<file path="src/rtl/mem_arb_pkg.sv">
// Shared types for the CPU/DMA memory arbiter: FSM states and requester identity.
package mem_arb_pkg;

  typedef enum logic [1:0] {IDLE, ACCESS, RESP} arb_state_t;
  typedef enum logic {OWN_CPU, OWN_DMA} arb_owner_t;

endpackage

</file>
<file path="src/rtl/mem_arb_rr_pick.sv">
// Combinational two-way round-robin winner select between the CPU and DMA ports.
module mem_arb_rr_pick
  import mem_arb_pkg::*;
(
  input  logic       cpu_req,
  input  logic       dma_req,
  input  arb_owner_t last,
  output logic       grant_valid,
  output arb_owner_t grant_owner
);

  // On a tie the port that did not win the previous grant goes next.
  always_comb begin
    grant_valid = cpu_req | dma_req;
    grant_owner = OWN_CPU;
    if (cpu_req && dma_req) begin
      grant_owner = (last == OWN_CPU) ? OWN_DMA : OWN_CPU;
    end else if (dma_req) begin
      grant_owner = OWN_DMA;
    end
  end

endmodule

</file>
<file path="src/rtl/mem_arbiter.sv">
// Serializes CPU and DMA accesses onto the single unified memory, holding each
// request for MEM_LAT cycles and returning a one-cycle ready pulse to the owner.
module mem_arbiter
  import mem_arb_pkg::*;
#(
  parameter int ADDR_W  = 32,
  parameter int DATA_W  = 32,
  parameter int MEM_LAT = 2
) (
  input  logic              clk,
  input  logic              reset,
  input  logic              cpu_req,
  input  logic              cpu_we,
  input  logic [ADDR_W-1:0] cpu_addr,
  input  logic [DATA_W-1:0] cpu_wdata,
  output logic [DATA_W-1:0] cpu_rdata,
  output logic              cpu_ready,
  input  logic              dma_req,
  input  logic              dma_we,
  input  logic [ADDR_W-1:0] dma_addr,
  input  logic [DATA_W-1:0] dma_wdata,
  output logic [DATA_W-1:0] dma_rdata,
  output logic              dma_ready,
  output logic              mem_en,
  output logic              mem_we,
  output logic [ADDR_W-1:0] mem_addr,
  output logic [DATA_W-1:0] mem_wdata,
  input  logic [DATA_W-1:0] mem_rdata
);

  localparam int CNT_W = (MEM_LAT > 1) ? $clog2(MEM_LAT) : 1;
  localparam logic [CNT_W-1:0] CNT_LOAD = CNT_W'(MEM_LAT - 1);

  arb_state_t        state;
  arb_state_t        state_next;
  arb_owner_t        owner;
  arb_owner_t        last;
  arb_owner_t        grant_owner;
  logic              grant_valid;
  logic              we_q;
  logic [ADDR_W-1:0] addr_q;
  logic [DATA_W-1:0] wdata_q;
  logic [CNT_W-1:0]  cnt;
  logic              cnt_zero;

  assign cnt_zero = (cnt == '0);

  mem_arb_rr_pick u_pick (
    .cpu_req     (cpu_req),
    .dma_req     (dma_req),
    .last        (last),
    .grant_valid (grant_valid),
    .grant_owner (grant_owner)
  );

  always_ff @(posedge clk or posedge reset) begin
    if (reset) begin
      state <= IDLE;
    end else begin
      state <= state_next;
    end
  end

  always_comb begin
    state_next = state;
    case (state)
      IDLE:    if (grant_valid) state_next = ACCESS;
      ACCESS:  if (cnt_zero) state_next = RESP;
      RESP:    state_next = IDLE;
      default: state_next = IDLE;
    endcase
  end

  // Request fields are frozen at grant so the memory sees a stable access even
  // if the requester misbehaves; rdata only moves on a completing read.
  always_ff @(posedge clk or posedge reset) begin
    if (reset) begin
      owner     <= OWN_CPU;
      last      <= OWN_DMA;
      we_q      <= 1'b0;
      addr_q    <= '0;
      wdata_q   <= '0;
      cnt       <= '0;
      cpu_rdata <= '0;
      dma_rdata <= '0;
    end else begin
      case (state)
        IDLE: begin
          if (grant_valid) begin
            owner   <= grant_owner;
            last    <= grant_owner;
            we_q    <= (grant_owner == OWN_CPU) ? cpu_we : dma_we;
            addr_q  <= (grant_owner == OWN_CPU) ? cpu_addr : dma_addr;
            wdata_q <= (grant_owner == OWN_CPU) ? cpu_wdata : dma_wdata;
            cnt     <= CNT_LOAD;
          end
        end
        ACCESS: begin
          if (!cnt_zero) begin
            cnt <= cnt - 1'b1;
          end else if (!we_q) begin
            if (owner == OWN_CPU) cpu_rdata <= mem_rdata;
            else                  dma_rdata <= mem_rdata;
          end
        end
        default: ;
      endcase
    end
  end

  assign mem_en    = (state == ACCESS);
  assign mem_we    = mem_en & we_q;
  assign mem_addr  = mem_en ? addr_q : '0;
  assign mem_wdata = mem_en ? wdata_q : '0;
  assign cpu_ready = (state == RESP) && (owner == OWN_CPU);
  assign dma_ready = (state == RESP) && (owner == OWN_DMA);

endmodule

</file>
<file path="config.mk">
export PLATFORM = sky130hd
export DESIGN_NAME = mem_arbiter
export DESIGN_NICKNAME = d
export VERILOG_FILES = /design/src/rtl/mem_arb_pkg.sv /design/src/rtl/mem_arb_rr_pick.sv /design/src/rtl/mem_arbiter.sv
export SDC_FILE = /design/constraint.sdc
export NUM_CORES = 1
export LEC_CHECK = 0
export ABC_AREA = 1
export CAP_MARGIN = 0
export CORE_ASPECT_RATIO = 1.1
export CORE_MARGIN = 5
export CORE_UTILIZATION = 39
export CTS_CLUSTER_DIAMETER = 200
export DETAILED_ROUTE_END_ITERATION = 16
export PLACE_DENSITY = 0.77
export SYNTH_ARGS = -nofsm -noshare
export SYNTH_HDL_FRONTEND = slang
export SYNTH_SLANG_ARGS = --single-unit
</file>
<file path="constraint.sdc">
create_clock -name clk -period 4.8 [get_ports clk]
set_input_delay 0.96 -clock clk [delete_from_list [all_inputs] [get_ports clk]]
set_output_delay 0.96 -clock clk [all_outputs]
set_load 0.005 [all_outputs]
</file>
=== After elaboration in Yosys (flattened, before gate mapping) ===
Index checks and enable logic that the tools add are counted.

* Bits in registers: 134
* Latch bits: 0
* Bits in writable memories: 0
* ROM bits: 0
* Input port bits: 166
* Word-level logic and storage cells: 43
* Memories: 0

* $add $sub $neg: 1
* Multiply operators: 0
* Divide/modulo/power cells: 0
* Magnitude comparators: 0
* Equal/unequal tests: 4
* Shift-type cells: 0
* Mux-type cells: 14
* Bitwise gates (word level): 5
* Reduce and logical (&&, ||, !) cells: 10

{| class="wikitable"
|+ Operator list
! operator !! number
|-
| 32-bit two-way mux || 4
|-
| 4-bit AND reduction || 2
|-
| 1-bit two-way mux || 6
|-
| 2-bit AND reduction || 3
|-
| 2-bit two-way mux || 2
|-
| 2-bit inequality test (second input constant) || 2
|-
| 2-bit one-hot mux with 2 select lines || 1
|-
| 1-bit logical AND || 3
|-
| 1-bit NOT || 3
|-
| 2-bit by 1-bit == test with 1-bit output (second input constant) || 1
|-
| 2-bit == test (second input constant) || 1
|-
| 2-bit logical NOT || 1
|-
| 1-bit one-hot mux with 2 select lines || 1
|-
| 2-bit nonzero test || 1
|-
| 1-bit bitwise AND || 1
|-
| 1-bit bitwise OR || 1
|-
| 1-bit subtractor (second input constant) || 1
|}

=== Longest topological paths before layout ===
Gate-level depths: netlist of run 1.

* Depth after elaboration: 3
* Mapped depth: 8
* Gate-level depth less buffers: 6

=== Cells and area by module ===
A second synthesis of run 1 with hierarchy kept.

* Cells, all modules: 869
* Area total of the unflattened synthesis: 6463.7 sq um

{| class="wikitable"
|+ By module, submodules not included
! module !! times used !! cells each !! area each (sq um) !! seq. area each (sq um)
|-
| mem_arbiter || 1 || 866 || 6448.7 || 3354.5
|-
| mem_arb_rr_pick || 1 || 3 || 15.0 || 0.0
|}

=== Worst setup path after synthesis of run 1 ===
No wires, ideal clock.

* Path type: register to output
* From: register state[1]
* To: output port mem_addr[22]
* Arrival: 1.032 ns
* Slack: 2.808 ns
* Stages on the path, launching flop included: 6
* Cell sequence: dfrtp_1 -> nor2_4 -> inv_2 -> buf_2 -> buf_2 -> nor2_1

* Longest elaborated chain between the ends: 2

{| class="wikitable"
|+ RTL lines
! element !! line !! text
|-
| from (decl) || mem_arbiter.sv:34 || <nowiki>arb_state_t state;</nowiki>
|-
| from (signal assigned) || mem_arbiter.sv:60 || <nowiki>state <= state_next;</nowiki>
|-
| 2-bit by 1-bit == test with 1-bit output || mem_arbiter.sv:111 || <nowiki>assign mem_en = (state == ACCESS);</nowiki>
|-
| 32-bit two-way mux || mem_arbiter.sv:113 || <nowiki>assign mem_addr = mem_en ? addr_q : '0;</nowiki>
|-
| to (decl) || mem_arbiter.sv:26 || <nowiki>output logic [ADDR_W-1:0] mem_addr,</nowiki>
|}

Every way passes these cells.

=== Final worst setup path of run 1 ===
* From: register owner
* To: output port dma_ready

* Longest elaborated chain between the ends: 1

{| class="wikitable"
|+ RTL lines
! element !! line !! text
|-
| from (decl) || mem_arbiter.sv:36 || <nowiki>arb_owner_t owner;</nowiki>
|-
| from (signal assigned) || mem_arbiter.sv:90 || <nowiki>owner <= grant_owner;</nowiki>
|-
| 1-bit logical AND || mem_arbiter.sv:116 || <nowiki>assign dma_ready = (state == RESP) && (owner == OWN_DMA);</nowiki>
|-
| to (decl) || mem_arbiter.sv:23 || <nowiki>output logic dma_ready,</nowiki>
|}

Every way passes these cells.

==> results.toml, run 1 <==
[run_status]
status = "finished, final reports clean"

[grt]
grt_max_degree = 98
grt-ovfl-total = 0
antenna_found_initial = 0
grt_pass1_wl_um = 36000
grt_usage = 0.213
grt_pass1_vias = 6991

[synth]
ys_seq_area_frac = 0.475
synthArstFlopShare = 1.00
yosysTopAreaCell = "dfrtp_1"
ys_ff_latch = 134
synth.top_cells.by_area = "dfrtp_1 (47%), nand2_1 (17%), inv_1 (11%), nand3_1 (9.3%), nand4_1 (5.7%)"
synth_most_common_cell = "nand2_1"
synthFlopType = "dfrtp_1"
synth_commonest_cells = "nand2_1 (329), inv_1 (198), dfrtp_1 (133), nand3_1 (132), nor2_1 (68)"
netlist.area_leader.share = 0.471
synth_edf_count = 0
synth_cell_types = 17
yosysWarnings = 0
avgSynthCellArea_um2 = 7.02
syn-cell-area_um2 = 7070
postSynthNetCount = 1172
syn_inst = 1006

[final_layout]
utilization = 0.603
syn_to_final_growth_pct = 51.3
diodes = 0
nets = 1431
drive_gt1_frac = 0.0438

[sta]
hold_viol = 0
setup_viol = 0
finalSetupTns_ns = 0
fin_crit_sh = 0.681
clock.fmax_mhz = 306
relSlewSlack = 0.161
fin_crit_ns = 3.27
rsz0062_at_grt = "no"
clock_skew_ns = 0.00714
worst_pin_slew_ns = 1.25
slew_violations = 0

[pwr]
power_leakage_nw = 5.63
ir_drop_mv = 0.309
powerDensity_nw_per_um2 = 613

[drt]
drt_iter0_drc = 465
routedWlPerCell_um = 14.8
vias = 7267
vias_per_cell = 4.79
drc = 0
ant_nets = 0
drt-total-wl_um = 22400
drt-pass1-iter-count = 5

[clock_tree]
tritoncts = "done"
postCtsSetupBuffers = 0
clock-sinks = 134
cts_resized = 0
clock_latency_ns = 0.41
cts-root-buf = "clkbuf_16"
clockBufferDepth = 2
ctsHoldBuffers = 0
cts_inserted_buffers = 17
cts.htree.levels = 4
path_clk_slew_ns = 0.06

[place]
dp_hpwl_um = 15500
gp_congestion = 0.826
io_buffers = 297

[worst_setup_path]
cp.arrival_ns = 2.31
path_max_fanout = 35
timing.critical_path.from = "owner"
reg2reg_from = "last"
path_cells = "buf_4 > inv_2 > nor3_1 > clkdlybuf4s50_1"
worst-path-buf-inv = 3
cpPeakStageDelay_ns = 0.57
crit_slowest_cell = "clkdlybuf4s50_1"
required_ns = 3.84
worst-setup-path-type = "reg -> out"
start_kind = "flip-flop"
cpLargestDelayFamily = "buffers and inverters"
worst_setup_path_end_kind = "output pin"

[die]
rows = 51
die_w_um = 138
die_y_um = 151
start_util = 0.398
core-area_um2 = 17700
ios = 298
dieArea_um2 = 20900

[job]
drv_cap = 0

[hold_path]
min_path_type = "reg -> reg"
hp-start = "dma_rdata[18]"
[state kept, by name, indices dropped and copies added, names as in the netlist]
name / flops
wdata_q: 32
state: 2
cpu_rdata: 32
last: 1
addr_q: 32
cnt: 1
dma_rdata: 32
owner: 1
we_q: 1
[layer usage]
metal  vias to the layer above  share of wire  track usage
li1                       3563              -            -
met1                      3362           0.39        0.255
met2                       316           0.48        0.361
met3                        26           0.11       0.0745
met4                         0          0.018       0.0697
met5                         -              0            0
[power breakdown]
part	total [mW]	internal (mW)	switching [mW]
registers	2.03	1.71	0.320
logic	3.19	1.52	1.67
clock network	1.33	0.823	0.511
[worst paths after layout]
kind	end	slack, ns	cells after the start
worst min-delay path	dma_rdata[18]	0.47	2
min in group asynchronous	addr_q[22]	1.12	2
worst max register to register	addr_q[10]	2.79	5
max in group asynchronous	cpu_rdata[19]	2.84	3
worst max-delay path	dma_ready	1.53	4
worst min register to register	dma_rdata[18]	0.47	2
[cells by family (layout without fill, tap and decap cells)]
group           after synthesis  in the layout  synth area share
compound gates                3              3           0.00212
buf+inv                     272            544             0.158
flops                       134            134             0.475
simple gates                597            597             0.365
[through the flow]
stage	std cells	hold WS (ns)	total power, mW	worst slack [ns]	cell area [um2]
finish	1516	0.470	6.56	1.53	10700
global route	1516	0.483	7.06	1.40	10700
CTS	1516	0.473	6.64	1.51	10700
detailed placement	1484	0.458	5.26	1.70	10100
global placement	1484	0.452	5.19	1.69	10100
floorplan	1006	0.426	3.64	0.259	7070
[layout by cell type (no fill, tap or decap)]
cell type | Yosys | final
inv_2 | 5 | 5
nor3_1 | 2 | 2
inv_6 | 0 | 2
clkinv_4 | 0 | 5
buf_4 | 5 | 12
inv_8 | 0 | 1
nand4_1 | 64 | 64
nand2_2 | 0 | 2
nor2_4 | 1 | 3
bufinv_16 | 0 | 3
nand2_1 | 329 | 327
dfrtp_1 | 133 | 133
nor2_1 | 68 | 67
clkinvlp_4 | 0 | 1
nand3_1 | 132 | 132
o21ai_0 | 3 | 3
inv_1 | 198 | 197
clkinv_2 | 0 | 3
clkdlybuf4s50_1 | 0 | 296
buf_2 | 33 | 1
clkbuf_16 | 0 | 17
clkbuf_1 | 23 | 1
dfstp_2 | 1 | 1
[final cells by class]
type                       instances  area, um2
clock inverter                    14        176
timing repair buffer             309       3060
inverter                         203        767
tap                              238        298
fill                            1641       7050
multi-input combinational        600       2610
sequential                       134       3350
clock buffer                      18        429
[worst min-delay path, cell delays in order (launching register included)]
cell     delay, ns
dfrtp_1       0.34
nand2_1       0.06
nand2_1       0.05
Power figures use the tool's default switching activity.
==> run 2: changes to the inputs <==
==> constraint.sdc (replaced) <==
create_clock -name clk -period 2.8 [get_ports clk]
set_input_delay 0.56 -clock clk [delete_from_list [all_inputs] [get_ports clk]]
set_output_delay 0.56 -clock clk [all_outputs]
set_load 0.005 [all_outputs]
==> run 2 against run 1 <==
Die area is the same; worst hold slack worse by 0.0039 ns; critical endpoint is now mem_wdata[26]; largest power group unchanged; first-iteration DRC count fell by 16%.
==> results.toml, run 2 (same netlist as run 1, synthesis figures left out) <==
[grt]
grt_util_met1 = 0.254
grt_max_degree = 68
grt_usage = 0.219
grtUsageMet2 = 0.379
grtUsageMet3 = 0.0799
antenna_found_initial = 0
grt_pass1_wl_um = 36800
grt-ovfl-total = 0
grt-busiest-layer = "met2"
grt_pass1_vias = 7147

[drt]
drt-pass1-iter-count = 5
ant_nets = 0
vias = 7232
drt-total-wl_um = 22700
routedWlPerCell_um = 14.9
drc = 0
vias_per_cell = 4.76
drt_iter0_drc = 390

[clock_tree]
cts_inserted_buffers = 17
postCtsSetupBuffers = 0
clock_latency_ns = 0.42
cts.htree.levels = 4
ctsHoldBuffers = 0
tritoncts = "done"
clockBufferDepth = 2
clock-sinks = 134
path_clk_slew_ns = 0.06
cts-root-buf = "clkbuf_16"
cts_resized = 0

[die]
rows = 51
die_w_um = 138
dieArea_um2 = 20900
die_y_um = 151
ios = 298
core-area_um2 = 17700
start_util = 0.398

[worst_setup_path]
worst-setup-path-type = "reg -> out"
cp.arrival_ns = 1.94
cpPeakStageDelay_ns = 0.52
worst_setup_path_end_kind = "output pin"
required_ns = 2.24
start_kind = "flip-flop"
crit_slowest_cell = "clkdlybuf4s50_1"
path_max_fanout = 67
cpLargestDelayFamily = "buffers and inverters"
worst-path-buf-inv = 3
path_cells = "nor2_4 > inv_2 > buf_12 > nor2_1 > clkdlybuf4s50_1"

[final_layout]
utilization = 0.608
diodes = 0
final_cell_mix = "nand2_1 (327), clkdlybuf4s50_1 (296), inv_1 (197), dfrtp_1 (133), nand3_1 (132)"
nets = 1435
drive_gt1_frac = 0.0476
layout_commonest_cell = "nand2_1"
syn_to_final_growth_pct = 52.6
layoutNonFillerInstCount = 1520

[hold_path]
min_path_type = "reg -> reg"

[place]
place_ws_ns = 0.610
io_buffers = 297
dp_hpwl_um = 16100
gp_congestion = 0.852
placed_cells = 1488

[pwr]
power_leakage_nw = 5.66
ir_drop_mv = 0.529
powerDensity_nw_per_um2 = 1050
power_mw = 11.4

[sta]
hold_viol = 0
fin_crit_ns = 2.50
clock.fmax_mhz = 400
fin_crit_sh = 0.894
layout_setup_ws_ns = 0.298
clock_skew_ns = 0.00773
slew_violations = 0
worst_pin_slew_ns = 0.690
setup_viol = 0
relSlewSlack = 0.540
finalSetupTns_ns = 0
rsz0062_at_grt = "no"

[job]
drv_cap = 0

[run_status]
status = "finished, final reports clean"
run 2: worst register-to-register path, cell delays in order, from the launching register on:
cell     delay [ns]
dfrtp_1        0.42
nor2_4         0.14
buf_4          0.53
nand3_1        0.15
buf_4          0.29
nand2_1        0.13
nand2_1        0.05
run 2: through the flow:
step | cell area [um2] | hold WS (ns)
floorplan | 7070 | 0.426
global placement | 10200 | 0.453
detailed placement | 10200 | 0.457
global route | 10800 | 0.489
finish | 10800 | 0.466
CTS | 10800 | 0.473
run 2: layer usage:
layer	part of all wire	vias to the layer above
met2	0.49	298
li1	-	3567
met1	0.38	3335
met4	0.020	0
met3	0.10	32
met5	0	-
run 2: final timing paths:
kind	startpoint	end	slack (ns)	cells after the start
worst max-delay path	state[1]	mem_wdata[26]	0.30	5
worst min-delay path	dma_rdata[8]	dma_rdata[8]	0.47	2
worst max register to register	state[1]	dma_rdata[15]	0.98	6
worst min register to register	dma_rdata[8]	dma_rdata[8]	0.47	2
max in group asynchronous	reset	last	1.55	3
min in group asynchronous	reset	cpu_rdata[26]	0.54	2
run 2: layout make-up:
class	count	area, um2
tap	238	298
sequential	134	3350
inverter	203	766
clock inverter	14	166
fill	1665	6950
clock buffer	18	439
multi-input combinational	600	2610
timing repair buffer	313	3150
run 2: where the power goes:
group          total [mW]  leakage (nW)  switching, mW  internal (mW)
sequential           3.53          1.62          0.588           2.94
combinational        5.54          3.75           2.86           2.68
clock                2.30         0.288          0.935           1.36
total                11.4          5.66           4.39           6.99
